$ cat src/rtl/exc_vector_seq.sv
// rtl/exc_vector_seq.sv - exception vector sequencer for the multicycle MIPS datapath
//
// Purpose: on an enabled exception flag, records EPC (pc_in - 4), steers the
// memory address mux to the fixed vector byte (253/254/255), waits MEM_LAT
// cycles for the read, then loads the zero-extended handler byte into PC.
// Outside an exception the control unit's selector and write enable pass through.
//
// Ports:
//   clk, reset (async, active-low)
//   exc_enable, opcode_invalid, overflow, div_zero : exception qualifiers/flags
//   pc_in          : PC already incremented by 4
//   ctrl_mem_sel   : control unit address-mux selector
//   ctrl_mem_wr    : control unit memory write enable
//   mem_data_in    : memory read data, handler address in [7:0]
//   mem_sel_out    : selector to the address mux
//   mem_wr_out     : gated memory write enable
//   epc_out/epc_wr : EPC value and one-cycle load strobe
//   pc_out/pc_wr   : handler address and one-cycle PC load strobe
//   exc_cause      : latched cause (0 opcode, 1 overflow, 2 div-zero)
//   busy           : high while sequencing

module exc_vector_seq #(
  parameter int MEM_LAT = 2
) (
  input  logic        clk,
  input  logic        reset,
  input  logic        exc_enable,
  input  logic        opcode_invalid,
  input  logic        overflow,
  input  logic        div_zero,
  input  logic [31:0] pc_in,
  input  logic [2:0]  ctrl_mem_sel,
  input  logic        ctrl_mem_wr,
  input  logic [31:0] mem_data_in,
  output logic [2:0]  mem_sel_out,
  output logic        mem_wr_out,
  output logic [31:0] epc_out,
  output logic        epc_wr,
  output logic [31:0] pc_out,
  output logic        pc_wr,
  output logic [1:0]  exc_cause,
  output logic        busy
);

  typedef enum logic [1:0] {
    IDLE  = 2'd0,
    FETCH = 2'd1,
    LOAD  = 2'd2
  } state_t;

  // Counter preload: the read data is sampled on the edge where the counter is 0,
  // which lands exactly MEM_LAT edges after the trigger edge.
  localparam logic [2:0] LAT_M1 = 3'(MEM_LAT - 1);

  state_t     state;
  logic [2:0] cnt;
  logic       trigger;
  logic [1:0] cause_next;
  logic       unused_mem_hi;

  assign trigger = exc_enable & (opcode_invalid | overflow | div_zero);

  // Fixed priority: opcode_invalid > overflow > div_zero.
  always_comb begin
    cause_next = 2'd2;
    if (opcode_invalid) begin
      cause_next = 2'd0;
    end else if (overflow) begin
      cause_next = 2'd1;
    end
  end

  // Only the low byte of the read data carries the handler address.
  assign unused_mem_hi = ^mem_data_in[31:8];

  assign busy = (state != IDLE);

  // The selector must follow the control unit with no added latency in IDLE,
  // so the mux path stays combinational; while busy it is pinned to the vector.
  always_comb begin
    mem_sel_out = ctrl_mem_sel;
    mem_wr_out  = ctrl_mem_wr;
    if (state != IDLE) begin
      mem_sel_out = 3'b100 + {1'b0, exc_cause};
      mem_wr_out  = 1'b0;
    end
  end

  always_ff @(posedge clk or negedge reset) begin
    if (!reset) begin
      state     <= IDLE;
      cnt       <= 3'd0;
      epc_out   <= 32'd0;
      epc_wr    <= 1'b0;
      pc_out    <= 32'd0;
      pc_wr     <= 1'b0;
      exc_cause <= 2'd0;
    end else begin
      case (state)
        IDLE: begin
          if (trigger) begin
            exc_cause <= cause_next;
            epc_out   <= pc_in - 32'd4;
            epc_wr    <= 1'b1;
            cnt       <= LAT_M1;
            state     <= FETCH;
          end
        end
        FETCH: begin
          // EPC strobe covers only the first FETCH cycle; flags are ignored here.
          epc_wr <= 1'b0;
          if (cnt == 3'd0) begin
            pc_out <= {24'b0, mem_data_in[7:0]};
            pc_wr  <= 1'b1;
            state  <= LOAD;
          end else begin
            cnt <= cnt - 3'd1;
          end
        end
        LOAD: begin
          pc_wr <= 1'b0;
          state <= IDLE;
        end
        default: begin
          epc_wr <= 1'b0;
          pc_wr  <= 1'b0;
          state  <= IDLE;
        end
      endcase
    end
  end

endmodule

$ cat config.mk
export PLATFORM = sky130hd
export DESIGN_NAME = exc_vector_seq
export DESIGN_NICKNAME = d
export VERILOG_FILES = /design/src/rtl/exc_vector_seq.sv
export SDC_FILE = /design/constraint.sdc
export NUM_CORES = 1
export LEC_CHECK = 0
export BUFFER_PORTS_ARGS = -buffer_cell sky130_fd_sc_hd__buf_2
export CAP_MARGIN = 5
export CORE_MARGIN = 4
export CORE_UTILIZATION = 48
export CTS_CLUSTER_DIAMETER = 30
export DETAILED_ROUTE_END_ITERATION = 8
export PLACE_DENSITY = 0.82
export SLEW_MARGIN = 10
export SYNTH_ARGS = -nofsm -noshare
export SYNTH_HDL_FRONTEND = slang
export SYNTH_SLANG_ARGS = --single-unit
$ cat constraint.sdc
create_clock -name clk -period 4.2 [get_ports clk]
set_clock_uncertainty 0.15 [all_clocks]
set_input_delay 0.63 -clock clk [delete_from_list [all_inputs] [get_ports clk]]
set_output_delay 0.63 -clock clk [all_outputs]
set_load 0.03 [all_outputs]
After elaboration in Yosys (flattened, before gate mapping). Index checks and enable logic that the tools add are counted.

Register bits after elaboration: 49.

Add/subtract/negate cells: 3. Eq/ne operators: 5. Multiplexer cells: 14. Bitwise gates (word level): 5. Reduce and logical (&&, ||, !) cells: 10.

Operators by type and width (count): subtractor 32 x 3 -> 32 bit (second input constant) (1); AND reduction 2 bit (5); 2-to-1 mux 3 bit (3); 2-to-1 mux 2 bit (4); != test 2 bit (second input constant) (3); case mux 3 bit (2 select lines) (1); case mux 1 bit (2 select lines) (2); case mux 2 bit (2 select lines) (1); nonzero test 2 bit (2); adder 3 x 2 -> 3 bit (first input constant) (1); logical NOT 3 bit (1); 2-to-1 mux 1 bit (3); AND reduction 3 bit (1); subtractor 3 x 1 -> 3 bit (second input constant) (1); == test 2 x 1 -> 1 bit (second input constant) (1); == test 2 bit (second input constant) (1); logical NOT 2 bit (1); inverter 1 bit (2); bitwise OR 1 bit (2); AND 1 bit (1).

Longest topological paths before layout. Gate-level depths: netlist (run 1).

Depth in word-level cells: 5. Gate-level depth with buffers: 6. Gate-level depth less buffers: 6.

Worst setup path after synthesis (run 1). No wires, ideal clock.

Path type: input to register. From: input port pc_in[29]. To: register epc_out[31]. Library setup time: 0.082 ns. Arrival: 2.111 ns. Path slack: 1.858 ns. Stages: 4. Cells stage by stage: or4_4 -> or4_1 -> or4_1 -> a31oi_1.

Cells in the longest elaborated chain, start to end: 1.

Ends and longest elaborated chain: start, declared (RTL line 31) `input logic [31:0] pc_in,`; subtractor 32 x 3 -> 32 bit (RTL line 103) `epc_out <= pc_in - 32'd4;`; end signal, assigned (RTL line 103); end, declared (RTL line 37) `output logic [31:0] epc_out,`.

No other way between the ends. A chain may end at the register's enable or synchronous reset.

Worst setup path after layout (run 1).
From: input port pc_in[7]. To: register epc_out[28].

Same word-level chain as after synthesis.

==> impl_metrics.prom, run 1 <==
# TYPE chip_impl_metric gauge
chip_impl_metric{name="hpwlAfterDp",unit="um"} 4600
chip_impl_metric{name="irDropWorstVdd",unit="mV"} 0.370
chip_impl_info{name="synth_most_common_cell",value="sky130_fd_sc_hd__dfrtp_1"} 1
chip_impl_metric{name="yosysWarnings",unit=""} 0
chip_impl_metric{name="grt_util_all_layers",unit="%"} 17.7
chip_impl_info{name="netlist_top_cells_area",value="sky130_fd_sc_hd__dfrtp_1 46%, sky130_fd_sc_hd__buf_4 6.8%, sky130_fd_sc_hd__mux2_2 4.7%, sky130_fd_sc_hd__a31oi_1 4.5%, sky130_fd_sc_hd__nor2_1 4.1%"} 1
chip_impl_metric{name="postSynthRegisterBits",unit=""} 49
chip_impl_metric{name="clock_transition_at_the_registers_of_the_reported_paths",unit="ns"} 0.09
chip_impl_metric{name="detailed_place.area",unit="um2"} 3070
chip_impl_metric{name="die_width",unit="um"} 82.2
chip_impl_metric{name="critPathRequiredTime",unit="ns"} 4.26
chip_impl_metric{name="ioPinCount",unit=""} 147
chip_impl_metric{name="grt_max_degree",unit=""} 50
chip_impl_metric{name="clock_buffers_created_by_tritoncts",unit=""} 5
chip_impl_metric{name="fp.coreArea",unit="um2"} 5200
chip_impl_metric{name="synthDominantCellAreaShare",unit="%"} 46.4
chip_impl_metric{name="timing_worst_slew_pin_value",unit="ns"} 0.664
chip_impl_metric{name="layout_cells_sized_above_1",unit="%"} 33.5
chip_impl_metric{name="report.final.hold_viol_count",unit=""} 0
chip_impl_metric{name="switchingPower",unit="mW"} 1.12
chip_impl_metric{name="synthCells",unit=""} 277
chip_impl_metric{name="min_period",unit="ns"} 2.61
chip_impl_metric{name="postLayoutCoreUtil",unit="%"} 61.1
chip_impl_metric{name="postCtsHoldBufs",unit=""} 0
chip_impl_metric{name="area_growth",unit="%"} 20.4
chip_impl_metric{name="initial_utilization",unit="%"} 50.7
chip_impl_metric{name="io_buffer_count",unit=""} 98
chip_impl_metric{name="critical_path.max_stage_delay",unit="ns"} 0.67
chip_impl_metric{name="nFillCells",unit=""} 474
chip_impl_metric{name="comb_power_share",unit="%"} 51.9
chip_impl_metric{name="die-area",unit="um2"} 6750
chip_impl_metric{name="routedWlPerCell",unit="um"} 13.5
chip_impl_metric{name="power_density",unit="nW/um2"} 745
chip_impl_metric{name="num-nets-final",unit=""} 450
chip_impl_info{name="status",value="completed"} 1
chip_impl_metric{name="number_of_setup_violations_in_the_final_report",unit=""} 0
chip_impl_info{name="slowest_stage",value="sky130_fd_sc_hd__or4_1"} 1
chip_impl_metric{name="post-place-cells",unit=""} 436
chip_impl_metric{name="synth_area_per_cell",unit="um2"} 9.53
chip_impl_info{name="ys_dominant_reg_cell",value="sky130_fd_sc_hd__dfrtp_1"} 1
chip_impl_metric{name="p_clk_share",unit="%"} 13.6
chip_impl_metric{name="gp_congestion",unit=""} 0.783
chip_impl_metric{name="routed_wirelength",unit="um"} 5970
chip_impl_info{name="start_kind",value="input port"} 1
chip_impl_info{name="tritoncts",value="done"} 1
chip_impl_metric{name="grt_first_pass_wirelength",unit="um"} 9330
chip_impl_metric{name="cts_sinks",unit=""} 49
chip_impl_metric{name="netlist-cell-type-count",unit=""} 33
chip_impl_metric{name="grt_remaining_overflow",unit=""} 0
chip_impl_metric{name="internal_power_contribution",unit="mW"} 1.25
chip_impl_metric{name="cts.path.max_buffers",unit=""} 2
chip_impl_metric{name="switching_share",unit="%"} 47.3
chip_impl_metric{name="cap_violations",unit=""} 0
chip_impl_metric{name="power_leakage",unit="nW"} 1.47
chip_impl_metric{name="row_count",unit=""} 26
chip_impl_metric{name="power.total",unit="mW"} 2.37
chip_impl_metric{name="yosysSeqAreaShare",unit="%"} 46.4
chip_impl_metric{name="antenna_cells",unit=""} 0
chip_impl_metric{name="vias_per_cell",unit=""} 5.25
chip_impl_info{name="holdCritPathClass",value="input port to asynchronous set/reset pin"} 1
chip_impl_info{name="timing.critical_path.cells",value="buf_2 -> nor4_4 -> nand4_1 -> or4_1 -> a31oi_1"} 1
chip_impl_info{name="criticalPathCategory",value="input port to flip-flop"} 1
chip_impl_metric{name="initialDrtViolationCount",unit=""} 164
chip_impl_metric{name="cts_repair_resize_count",unit=""} 0
chip_impl_metric{name="worstPathMaxFanout",unit=""} 15
chip_impl_metric{name="min_period_over_period",unit="%"} 62.1
chip_impl_info{name="synthTopCellsByCount",value="49 x sky130_fd_sc_hd__dfrtp_1, 29 x sky130_fd_sc_hd__nor2_1, 28 x sky130_fd_sc_hd__nand2_1, 24 x sky130_fd_sc_hd__buf_4, 21 x sky130_fd_sc_hd__o21ai_0"} 1
chip_impl_metric{name="postCtsSetupBuffers",unit=""} 0
chip_impl_metric{name="final_antenna_net_count",unit=""} 0
chip_impl_metric{name="grt_antenna_before_repair",unit=""} 0
chip_impl_metric{name="fmax",unit="GHz"} 0.384
chip_impl_metric{name="number_of_global_route_vias_before_repair",unit=""} 2192
chip_impl_info{name="setup_repair_after_global_routing_missed_its_margin",value="false"} 1
chip_impl_metric{name="clock_insertion_delay_worst_skew",unit="ns"} 0.29
chip_impl_metric{name="final_cells",unit=""} 443
chip_impl_metric{name="via_count",unit=""} 2324
chip_impl_metric{name="chipHeight",unit="um"} 82.2
chip_impl_metric{name="maxSlewViolCount",unit=""} 0
chip_impl_metric{name="cts-htree-levels",unit=""} 2
chip_impl_metric{name="synth-async-reset-ratio",unit="%"} 100
chip_impl_metric{name="drc",unit=""} 0
chip_impl_metric{name="setup_tns",unit="ns"} 0
chip_impl_metric{name="timing.max_slew.rel_slack",unit="%"} 55.6
chip_impl_info{name="end_kind",value="flip-flop"} 1
chip_impl_metric{name="seqPwrFrac",unit="%"} 34.5
chip_impl_info{name="cts_root_buf",value="sky130_fd_sc_hd__clkbuf_8"} 1
chip_impl_info{name="synth_top_cell_by_area",value="sky130_fd_sc_hd__dfrtp_1"} 1
chip_impl_metric{name="synth_area",unit="um2"} 2640
chip_impl_metric{name="final_design_area_no_fill",unit="um2"} 3180
chip_impl_metric{name="drtPass1Iterations",unit=""} 4
chip_impl_metric{name="worst_ep_arrival_time",unit="ns"} 2.67
chip_impl_metric{name="synth_edf_count",unit=""} 0
cell type report:
class	count	area [um2]	area share [%]
repair buffers	99	500	15.7
clock buffers	5	68.8	2.16
multi-input cells	211	1230	38.8
inverters	7	26.3	0.826
clock inverters	2	35.0	1.10
well taps	70	87.6	2.75
flip-flops and latches	49	1230	38.6
power groups by stage:
stage	registers [mW]	clock network, mW	logic (mW)
global route	0.848	0.350	1.33
CTS	0.819	0.334	1.25
finish	0.818	0.322	1.23
detailed placement	0.826	0	1.25
floorplan	1.24	0	0.486
global placement	0.818	0	1.22
metrics by stage:
| step | hold WS (ns) | setup WS [ns] |
|---|---|---|
| finish | 0.201 | 1.59 |
| global route | 0.245 | 1.44 |
| CTS | 0.332 | 1.62 |
| detailed placement | 0.311 | 1.32 |
| global placement | 0.304 | 1.37 |
| floorplan | 0.184 | 1.86 |
critical path: cells and delay by family:
kind                   cells  cell delay (ns)
AND/OR/NAND/NOR            3             1.73
buffers and inverters      1             0.12
AO/OA/AOI/OAI              1             0.18
cell families after synthesis:
kind of cell	share of synthesized area, %
flip-flops	46.4
AND/OR/NAND/NOR	21.7
buffers and inverters	10.1
other	0.142
adder cells (fa/ha/maj)	1.42
AO/OA/AOI/OAI	12.2
XOR/XNOR	3.32
multiplexers	4.69
cells in the final DEF (no fill, tap or decap), drive strengths merged, types with 5 or more instances in the layout:
cell	netlist	layout
buf	25	99
dfrtp	49	49
nor2	29	29
nand2	28	28
conb	1	24
o21ai	21	21
a31oi	19	19
or4	12	12
mux2	11	11
o31ai	11	11
or3	10	10
xor2	9	9
inv	7	7
nand3	7	7
nor3	5	5
clkbuf	8	5
nor4	5	5
flip-flops by register name (all words and copies together) (netlist names):
name and count:
exc_cause 2, epc_wr 1, state 2, pc_out 8, cnt 3, epc_out 32
pc_wr 1
routing by layer:
layer | routed length [um] | up-vias | GRT usage, %
met5 | 0 | - | 0
met3 | 499 | 6 | 4.45
met2 | 3030 | 94 | 32.0
met1 | 2370 | 1092 | 20.2
li1 | - | 1132 | -
met4 | 73 | 0 | 6.48
final timing paths:
path | from | cells after the start | end | slack, ns
worst max-delay path | pc_in[7] | 5 | epc_out[28]$_DFFE_PN0P_ | 1.59
worst min-delay path | reset | 1 | epc_out[31]$_DFFE_PN0P_ | 0.20
worst max register to register | state[1]$_DFFE_PN0P_ | 5 | epc_out[27]$_DFFE_PN0P_ | 1.91
min in group clk | epc_out[27]$_DFFE_PN0P_ | 2 | epc_out[27]$_DFFE_PN0P_ | 0.33
max in group asynchronous | reset | 1 | state[0]$_DFFE_PN0P_ | 3.29
worst min register to register | epc_out[27]$_DFFE_PN0P_ | 2 | epc_out[27]$_DFFE_PN0P_ | 0.33
No activity file was read; power rests on OpenSTA's default activity.
==> run 2, diff against run 1 <==
Settings changed: CORE_UTILIZATION 48 to 40, PLACE_DENSITY 0.82 to 0.72.
Clock period 4.2 ns to 2.2 ns, I/O delays scaled along.
==> run 2 against run 1 <==
Net effect:
- routed wire length is 7.1% higher
- flip-flop and latch count stayed put
- clock power is 100% higher
==> impl_metrics.prom, run 2 (synthesis results as in run 1) <==
# TYPE chip_impl_metric gauge
chip_impl_info{name="status",value="completed"} 1
chip_impl_info{name="hold_path_startpoint",value="pc_in[1]"} 1
chip_impl_info{name="largest_registers",value="epc_out x32, pc_out x8, cnt x3"} 1
chip_impl_metric{name="flip_flop_count_of_the_largest_register_all_copies_and_words_added",unit=""} 32
chip_impl_metric{name="worstPathMaxFanout",unit=""} 5
chip_impl_metric{name="maxSlewViolCount",unit=""} 0
chip_impl_metric{name="reg2reg_slack",unit="ns"} 0.15
chip_impl_metric{name="postLayoutCoreUtil",unit="%"} 52.7
chip_impl_metric{name="grt_util_all_layers",unit="%"} 16.7
chip_impl_metric{name="drtPass1Iterations",unit=""} 6
chip_impl_metric{name="post_route_worst_hold_slack",unit="ns"} 0.0678
chip_impl_metric{name="critical_path.max_stage_delay",unit="ns"} 0.38
chip_impl_metric{name="seq_area",unit="um2"} 1230
chip_impl_metric{name="cap_violations",unit=""} 0
chip_impl_info{name="start_kind",value="flip-flop"} 1
chip_impl_info{name="cts_root_buf",value="sky130_fd_sc_hd__clkbuf_8"} 1
chip_impl_metric{name="grt_max_degree",unit=""} 29
chip_impl_metric{name="layout_cells_sized_above_1",unit="%"} 36.6
chip_impl_metric{name="io_buffer_count",unit=""} 98
chip_impl_metric{name="row_count",unit=""} 29
chip_impl_info{name="cp_top_family",value="flip-flops"} 1
chip_impl_metric{name="post-place-cells",unit=""} 459
chip_impl_metric{name="power_leakage",unit="nW"} 1.57
chip_impl_metric{name="fmax",unit="GHz"} 0.489
chip_impl_metric{name="report.final.hold_viol_count",unit=""} 0
chip_impl_info{name="criticalPathCategory",value="flip-flop to primary output"} 1
chip_impl_metric{name="routed_wirelength",unit="um"} 6390
chip_impl_metric{name="fp.coreArea",unit="um2"} 6390
chip_impl_metric{name="antenna_cells",unit=""} 0
chip_impl_info{name="min_delay_worst_endpoint",value="epc_out[1]$_DFFE_PN0P_"} 1
chip_impl_info{name="holdCritPathClass",value="input port to flip-flop"} 1
chip_impl_metric{name="irDropWorstVdd",unit="mV"} 0.830
chip_impl_metric{name="gp_congestion",unit=""} 0.815
chip_impl_info{name="end_kind",value="primary output"} 1
chip_impl_metric{name="grt_first_pass_wirelength",unit="um"} 10400
chip_impl_metric{name="final_antenna_net_count",unit=""} 0
chip_impl_metric{name="final_cells",unit=""} 468
chip_impl_info{name="tritoncts",value="done"} 1
chip_impl_metric{name="cts_sinks",unit=""} 49
chip_impl_info{name="layout_common_cells",value="98 x sky130_fd_sc_hd__buf_2, 49 x sky130_fd_sc_hd__dfrtp_1, 28 x sky130_fd_sc_hd__nand2_1"} 1
chip_impl_metric{name="die_width",unit="um"} 89.2
chip_impl_metric{name="num-nets-final",unit=""} 467
chip_impl_metric{name="hpwlAfterDp",unit="um"} 5170
chip_impl_info{name="setup_repair_after_global_routing_missed_its_margin",value="false"} 1
chip_impl_metric{name="min_period_over_period",unit="%"} 93.0
chip_impl_info{name="timing.critical_path.cells",value="buf_4 -> nor2_2 -> mux2_2 -> buf_2"} 1
chip_impl_metric{name="clock_buffers_created_by_tritoncts",unit=""} 5
chip_impl_metric{name="routedWlPerCell",unit="um"} 13.7
chip_impl_metric{name="clock_transition_at_the_registers_of_the_reported_paths",unit="ns"} 0.09
chip_impl_metric{name="grt_antenna_before_repair",unit=""} 0
chip_impl_metric{name="initialDrtViolationCount",unit=""} 69
chip_impl_metric{name="number_of_global_route_vias_before_repair",unit=""} 2280
chip_impl_metric{name="number_of_setup_violations_in_the_final_report",unit=""} 0
chip_impl_metric{name="worst_ep_arrival_time",unit="ns"} 1.57
chip_impl_info{name="largest-register",value="epc_out"} 1
chip_impl_metric{name="cts-htree-levels",unit=""} 2
chip_impl_info{name="critical_path.reg2reg.startpoint",value="state[0]$_DFFE_PN0P_"} 1
chip_impl_metric{name="ioPinCount",unit=""} 147
chip_impl_metric{name="setup_tns",unit="ns"} 0
chip_impl_metric{name="min_period",unit="ns"} 2.05
chip_impl_metric{name="vias_per_cell",unit=""} 5.04
chip_impl_metric{name="hold_depth",unit=""} 3
chip_impl_metric{name="chipHeight",unit="um"} 89.2
chip_impl_info{name="reg2reg_capture_point",value="epc_out[27]$_DFFE_PN0P_"} 1
chip_impl_metric{name="drc",unit=""} 0
chip_impl_info{name="slowest_stage",value="sky130_fd_sc_hd__dfrtp_1"} 1
chip_impl_metric{name="die-area",unit="um2"} 7960
chip_impl_metric{name="multiInputGateArea",unit="um2"} 1240
chip_impl_metric{name="via_count",unit=""} 2361
chip_impl_metric{name="clock_insertion_delay_worst_skew",unit="ns"} 0.30
chip_impl_metric{name="area_growth",unit="%"} 27.5
chip_impl_metric{name="cts.path.max_buffers",unit=""} 2
chip_impl_metric{name="crit_buf_inv",unit=""} 2
chip_impl_metric{name="critPathRequiredTime",unit="ns"} 1.72
chip_impl_metric{name="grt_remaining_overflow",unit=""} 0
chip_impl_metric{name="power_density",unit="nW/um2"} 1380
chip_impl_metric{name="timing_worst_slew_pin_value",unit="ns"} 0.533
chip_impl_info{name="layout_commonest_cell",value="sky130_fd_sc_hd__buf_2"} 1
chip_impl_metric{name="timing.max_slew.rel_slack",unit="%"} 64.5
chip_impl_metric{name="initial_utilization",unit="%"} 41.3
chip_impl_metric{name="rr_worst_depth",unit=""} 4
chip_impl_metric{name="nFillCells",unit=""} 629
## run 2: changes by cell type in the layout (fill, tap and decap cells not counted), sizes merged
| cell | previous run | this run |
|---|---|---|
| clkinvlp | 0 | 1 |
| buf | 99 | 115 |
| dlygate4sd3 | 0 | 1 |
## run 2: repair_timing
action                                  CTS  global route
endpoints found under the setup margin    0             2
setup buffers                             0             0
gates resized for setup                   0             1
hold endpoints to repair                 21             0
hold buffers                              1             0
## run 2: how the worst max path moves through the flow
stage                         startpoint                       to  cells past startpoint
global route        state[1]$_DFFE_PN0P_           mem_sel_out[1]                      4
detailed placement             pc_in[29]  epc_out[31]$_DFFE_PN0P_                      5
CTS                 state[1]$_DFFE_PN0P_           mem_sel_out[1]                      4
finish              state[1]$_DFFE_PN0P_           mem_sel_out[1]                      4
floorplan                      pc_in[29]  epc_out[31]$_DFFE_PN0P_                      4
global placement               pc_in[29]  epc_out[31]$_DFFE_PN0P_                      5
## run 2: stage by stage
stage               total power [mW]  worst slack [ns]  instance area, um2
floorplan                       3.29             0.158                2730
global placement                3.99            0.0232                3240
detailed placement              4.06           -0.0227                3240
CTS                             4.72            0.0350                3360
global route                    5.03            0.0751                3370
finish                          4.65             0.153                3370
## run 2: per-layer routing
metal | global-route usage (%) | vias to the layer above | share of wire [%]
met5 | 0 | - | 0
met4 | 5.28 | 0 | 1.5
met3 | 4.15 | 8 | 7.5
met2 | 28.7 | 79 | 51
met1 | 20.5 | 1099 | 40
li1 | - | 1175 | -
## run 2: power breakdown
| group | leakage [nW] | switching [mW] | internal (mW) |
|---|---|---|---|
| Sequential | 0.579 | 0.223 | 1.34 |
| Combinational | 0.932 | 1.65 | 0.789 |
| Clock | 0.0543 | 0.312 | 0.341 |
| Total | 1.57 | 2.19 | 2.47 |
## run 2: final cells by class
class | instances | area share (%)
Tap cell | 77 | 2.86
Multi-Input combinational cell | 211 | 36.8
Sequential cell | 49 | 36.4
Clock inverter | 3 | 1.37
Timing Repair Buffer | 116 | 19.8
Clock buffer | 5 | 2.04
Inverter | 7 | 0.780
## run 2: worst reg2reg max path, delay by kind of cell, from the launching register on
family,cells,cell delay (ns)
AND/OR/NAND/NOR,4,1.40
flip-flops,1,0.44
==> run 3, diff against run 2 <==
Settings changed: BUFFER_PORTS_ARGS -buffer_cell sky130_fd_sc_hd__buf_2 to -buffer_cell sky130_fd_sc_hd__clkbuf_2, REMOVE_ABC_BUFFERS set to 1, SETUP_SLACK_MARGIN set to 0.1.
==> run 3 against run 2 <==
Net effect:
- power down 2.8%
- combinational power about the same
- global-route usage down 1.0 points
- die area unchanged
- clock-buffer cell count unchanged
- flip-flop and latch count unchanged
- largest power group unchanged
==> impl_metrics.prom, run 3 (synthesis results as in run 1) <==
# TYPE chip_impl_metric gauge
chip_impl_metric{name="fp.coreArea",unit="um2"} 6390
chip_impl_metric{name="via_count",unit=""} 2304
chip_impl_info{name="largest_registers",value="epc_out x32, pc_out x8, cnt x3"} 1
chip_impl_metric{name="timing_worst_slew_pin_value",unit="ns"} 0.626
chip_impl_metric{name="clock_insertion_delay_worst_skew",unit="ns"} 0.30
chip_impl_metric{name="min_period_over_period",unit="%"} 94.2
chip_impl_metric{name="initial_utilization",unit="%"} 41.3
chip_impl_metric{name="cts.path.max_buffers",unit=""} 2
chip_impl_metric{name="hpwlAfterDp",unit="um"} 4880
chip_impl_metric{name="layout_setup_ws",unit="ns"} 0.127
chip_impl_metric{name="layout_cells_sized_above_1",unit="%"} 36.8
chip_impl_metric{name="power_density",unit="nW/um2"} 1360
chip_impl_metric{name="grt_antenna_before_repair",unit=""} 0
chip_impl_metric{name="die-area",unit="um2"} 7960
chip_impl_metric{name="grt_first_pass_wirelength",unit="um"} 9760
chip_impl_metric{name="critPathRequiredTime",unit="ns"} 2.29
chip_impl_info{name="crit_end",value="epc_out[27]$_DFFE_PN0P_"} 1
chip_impl_metric{name="row_count",unit=""} 29
chip_impl_info{name="critPathLaunch",value="state[0]$_DFFE_PN0P_"} 1
chip_impl_metric{name="area_growth",unit="%"} 25.7
chip_impl_metric{name="min_period",unit="ns"} 2.07
chip_impl_metric{name="clock_buffers_created_by_tritoncts",unit=""} 5
chip_impl_metric{name="drtPass1Iterations",unit=""} 4
chip_impl_metric{name="maxSlewViolCount",unit=""} 0
chip_impl_info{name="holdCritPathClass",value="input port to flip-flop"} 1
chip_impl_metric{name="worst_ep_arrival_time",unit="ns"} 2.16
chip_impl_metric{name="hold_depth",unit=""} 3
chip_impl_metric{name="cts-htree-levels",unit=""} 2
chip_impl_info{name="largest-register",value="epc_out"} 1
chip_impl_info{name="criticalPathCategory",value="flip-flop to flip-flop"} 1
chip_impl_info{name="layout_common_cells",value="98 x sky130_fd_sc_hd__clkbuf_2, 49 x sky130_fd_sc_hd__dfrtp_1, 28 x sky130_fd_sc_hd__nand2_1"} 1
chip_impl_metric{name="post_route_worst_hold_slack",unit="ns"} 0.0648
chip_impl_info{name="status",value="completed"} 1
chip_impl_info{name="end_kind",value="flip-flop"} 1
chip_impl_metric{name="seq_area",unit="um2"} 1230
chip_impl_metric{name="postLayoutCoreUtil",unit="%"} 52.0
chip_impl_info{name="start_kind",value="flip-flop"} 1
chip_impl_metric{name="cts_sinks",unit=""} 49
chip_impl_metric{name="dp_slack",unit="ns"} -0.0303
chip_impl_metric{name="worstPathMaxFanout",unit=""} 5
chip_impl_metric{name="chipHeight",unit="um"} 89.2
chip_impl_metric{name="num-nets-final",unit=""} 467
chip_impl_metric{name="final_design_area_no_fill",unit="um2"} 3320
chip_impl_metric{name="number_of_setup_violations_in_the_final_report",unit=""} 0
chip_impl_metric{name="vias_per_cell",unit=""} 4.92
chip_impl_info{name="cts_root_buf",value="sky130_fd_sc_hd__clkbuf_8"} 1
chip_impl_metric{name="drc",unit=""} 0
chip_impl_metric{name="final_antenna_net_count",unit=""} 0
chip_impl_metric{name="initialDrtViolationCount",unit=""} 68
chip_impl_metric{name="fmax",unit="GHz"} 0.482
chip_impl_metric{name="multiInputGateArea",unit="um2"} 1250
chip_impl_metric{name="report.final.hold_viol_count",unit=""} 0
chip_impl_metric{name="timing.max_slew.rel_slack",unit="%"} 58.3
chip_impl_metric{name="antenna_cells",unit=""} 0
chip_impl_info{name="setup_repair_after_global_routing_missed_its_margin",value="true"} 1
chip_impl_metric{name="detailed_place.area",unit="um2"} 3190
chip_impl_metric{name="power.total",unit="mW"} 4.52
chip_impl_metric{name="gp_congestion",unit=""} 0.797
chip_impl_metric{name="power_leakage",unit="nW"} 1.57
chip_impl_metric{name="flip_flop_count_of_the_largest_register_all_copies_and_words_added",unit=""} 32
chip_impl_metric{name="ioPinCount",unit=""} 147
chip_impl_metric{name="irDropWorstVdd",unit="mV"} 0.874
chip_impl_info{name="reg2reg_capture_point",value="epc_out[27]$_DFFE_PN0P_"} 1
chip_impl_metric{name="setup_tns",unit="ns"} 0
chip_impl_info{name="layout_commonest_cell",value="sky130_fd_sc_hd__clkbuf_2"} 1
chip_impl_metric{name="cap_violations",unit=""} 0
chip_impl_metric{name="grt_remaining_overflow",unit=""} 0
chip_impl_metric{name="reg2reg_slack",unit="ns"} 0.13
chip_impl_metric{name="nFillCells",unit=""} 614
chip_impl_metric{name="number_of_global_route_vias_before_repair",unit=""} 2131
chip_impl_info{name="critical_path.reg2reg.startpoint",value="state[0]$_DFFE_PN0P_"} 1
chip_impl_metric{name="post-place-cells",unit=""} 458
chip_impl_metric{name="rr_worst_depth",unit=""} 4
chip_impl_metric{name="io_buffer_count",unit=""} 98
chip_impl_metric{name="clock_transition_at_the_registers_of_the_reported_paths",unit="ns"} 0.10
chip_impl_info{name="tritoncts",value="done"} 1
chip_impl_metric{name="final_cells",unit=""} 468
chip_impl_metric{name="die_width",unit="um"} 89.2
chip_impl_metric{name="routed_wirelength",unit="um"} 6240
chip_impl_metric{name="routedWlPerCell",unit="um"} 13.3
chip_impl_metric{name="grt_util_all_layers",unit="%"} 15.6
chip_impl_metric{name="grt_max_degree",unit=""} 50
-- run 3: changes by cell type in the layout (fill, tap and decap cells not counted), sizes merged --
cell      before  now
clkinvlp       1    0
bufinv         1    0
clkinv         1    3
buf          115   17
clkbuf         5  103
-- run 3: final cells by class --
class | instances | share of cell area, %
clock buffer | 5 | 2.07
clock inverter | 3 | 0.679
inverter | 7 | 0.792
multi-input combinational | 211 | 37.7
sequential | 49 | 37.0
tap | 77 | 2.90
timing repair buffer | 116 | 18.9
-- run 3: how the worst min path moves through the flow --
stage                                 startpoint                      to  slack (ns)
after floorplan                            reset      cnt[0]$_DFFE_PN0P_       -0.12
after global placement    epc_out[0]$_DFFE_PN0P_  epc_out[0]$_DFFE_PN0P_        0.31
after detailed placement  epc_out[0]$_DFFE_PN0P_  epc_out[0]$_DFFE_PN0P_        0.32
after CTS                               pc_in[0]  epc_out[0]$_DFFE_PN0P_        0.06
after global routing                    pc_in[0]  epc_out[0]$_DFFE_PN0P_        0.07
final                                   pc_in[0]  epc_out[0]$_DFFE_PN0P_        0.06
-- run 3: metal layers --
layer / share of wire (%) / global-route usage [%]
met5: 0 / 0
met2: 50 / 26.5
met3: 6.2 / 3.13
met4: 0.93 / 4.06
met1: 43 / 20.5
-- run 3: what timing repair did --
item | in CTS | in global routing
setup endpoints to repair | 2 | 14
buffers inserted | 0 | 1
hold buffers | 1 | 0
hold endpoints to repair | 49 | 0
gates resized for setup | 1 | 3
-- run 3: worst max-delay path, cell delays in order, from the launching register on --
cell	delay (ns)
sky130_fd_sc_hd__dfrtp_1	0.45
sky130_fd_sc_hd__or3b_2	0.53
sky130_fd_sc_hd__nor3_2	0.18
sky130_fd_sc_hd__or4b_2	0.60
sky130_fd_sc_hd__nand3_1	0.10
-- run 3: power breakdown --
part	switching, mW	leakage, nW	internal, mW
clock network	0.316	0.0481	0.226
registers	0.231	0.579	1.34
logic	1.66	0.942	0.756
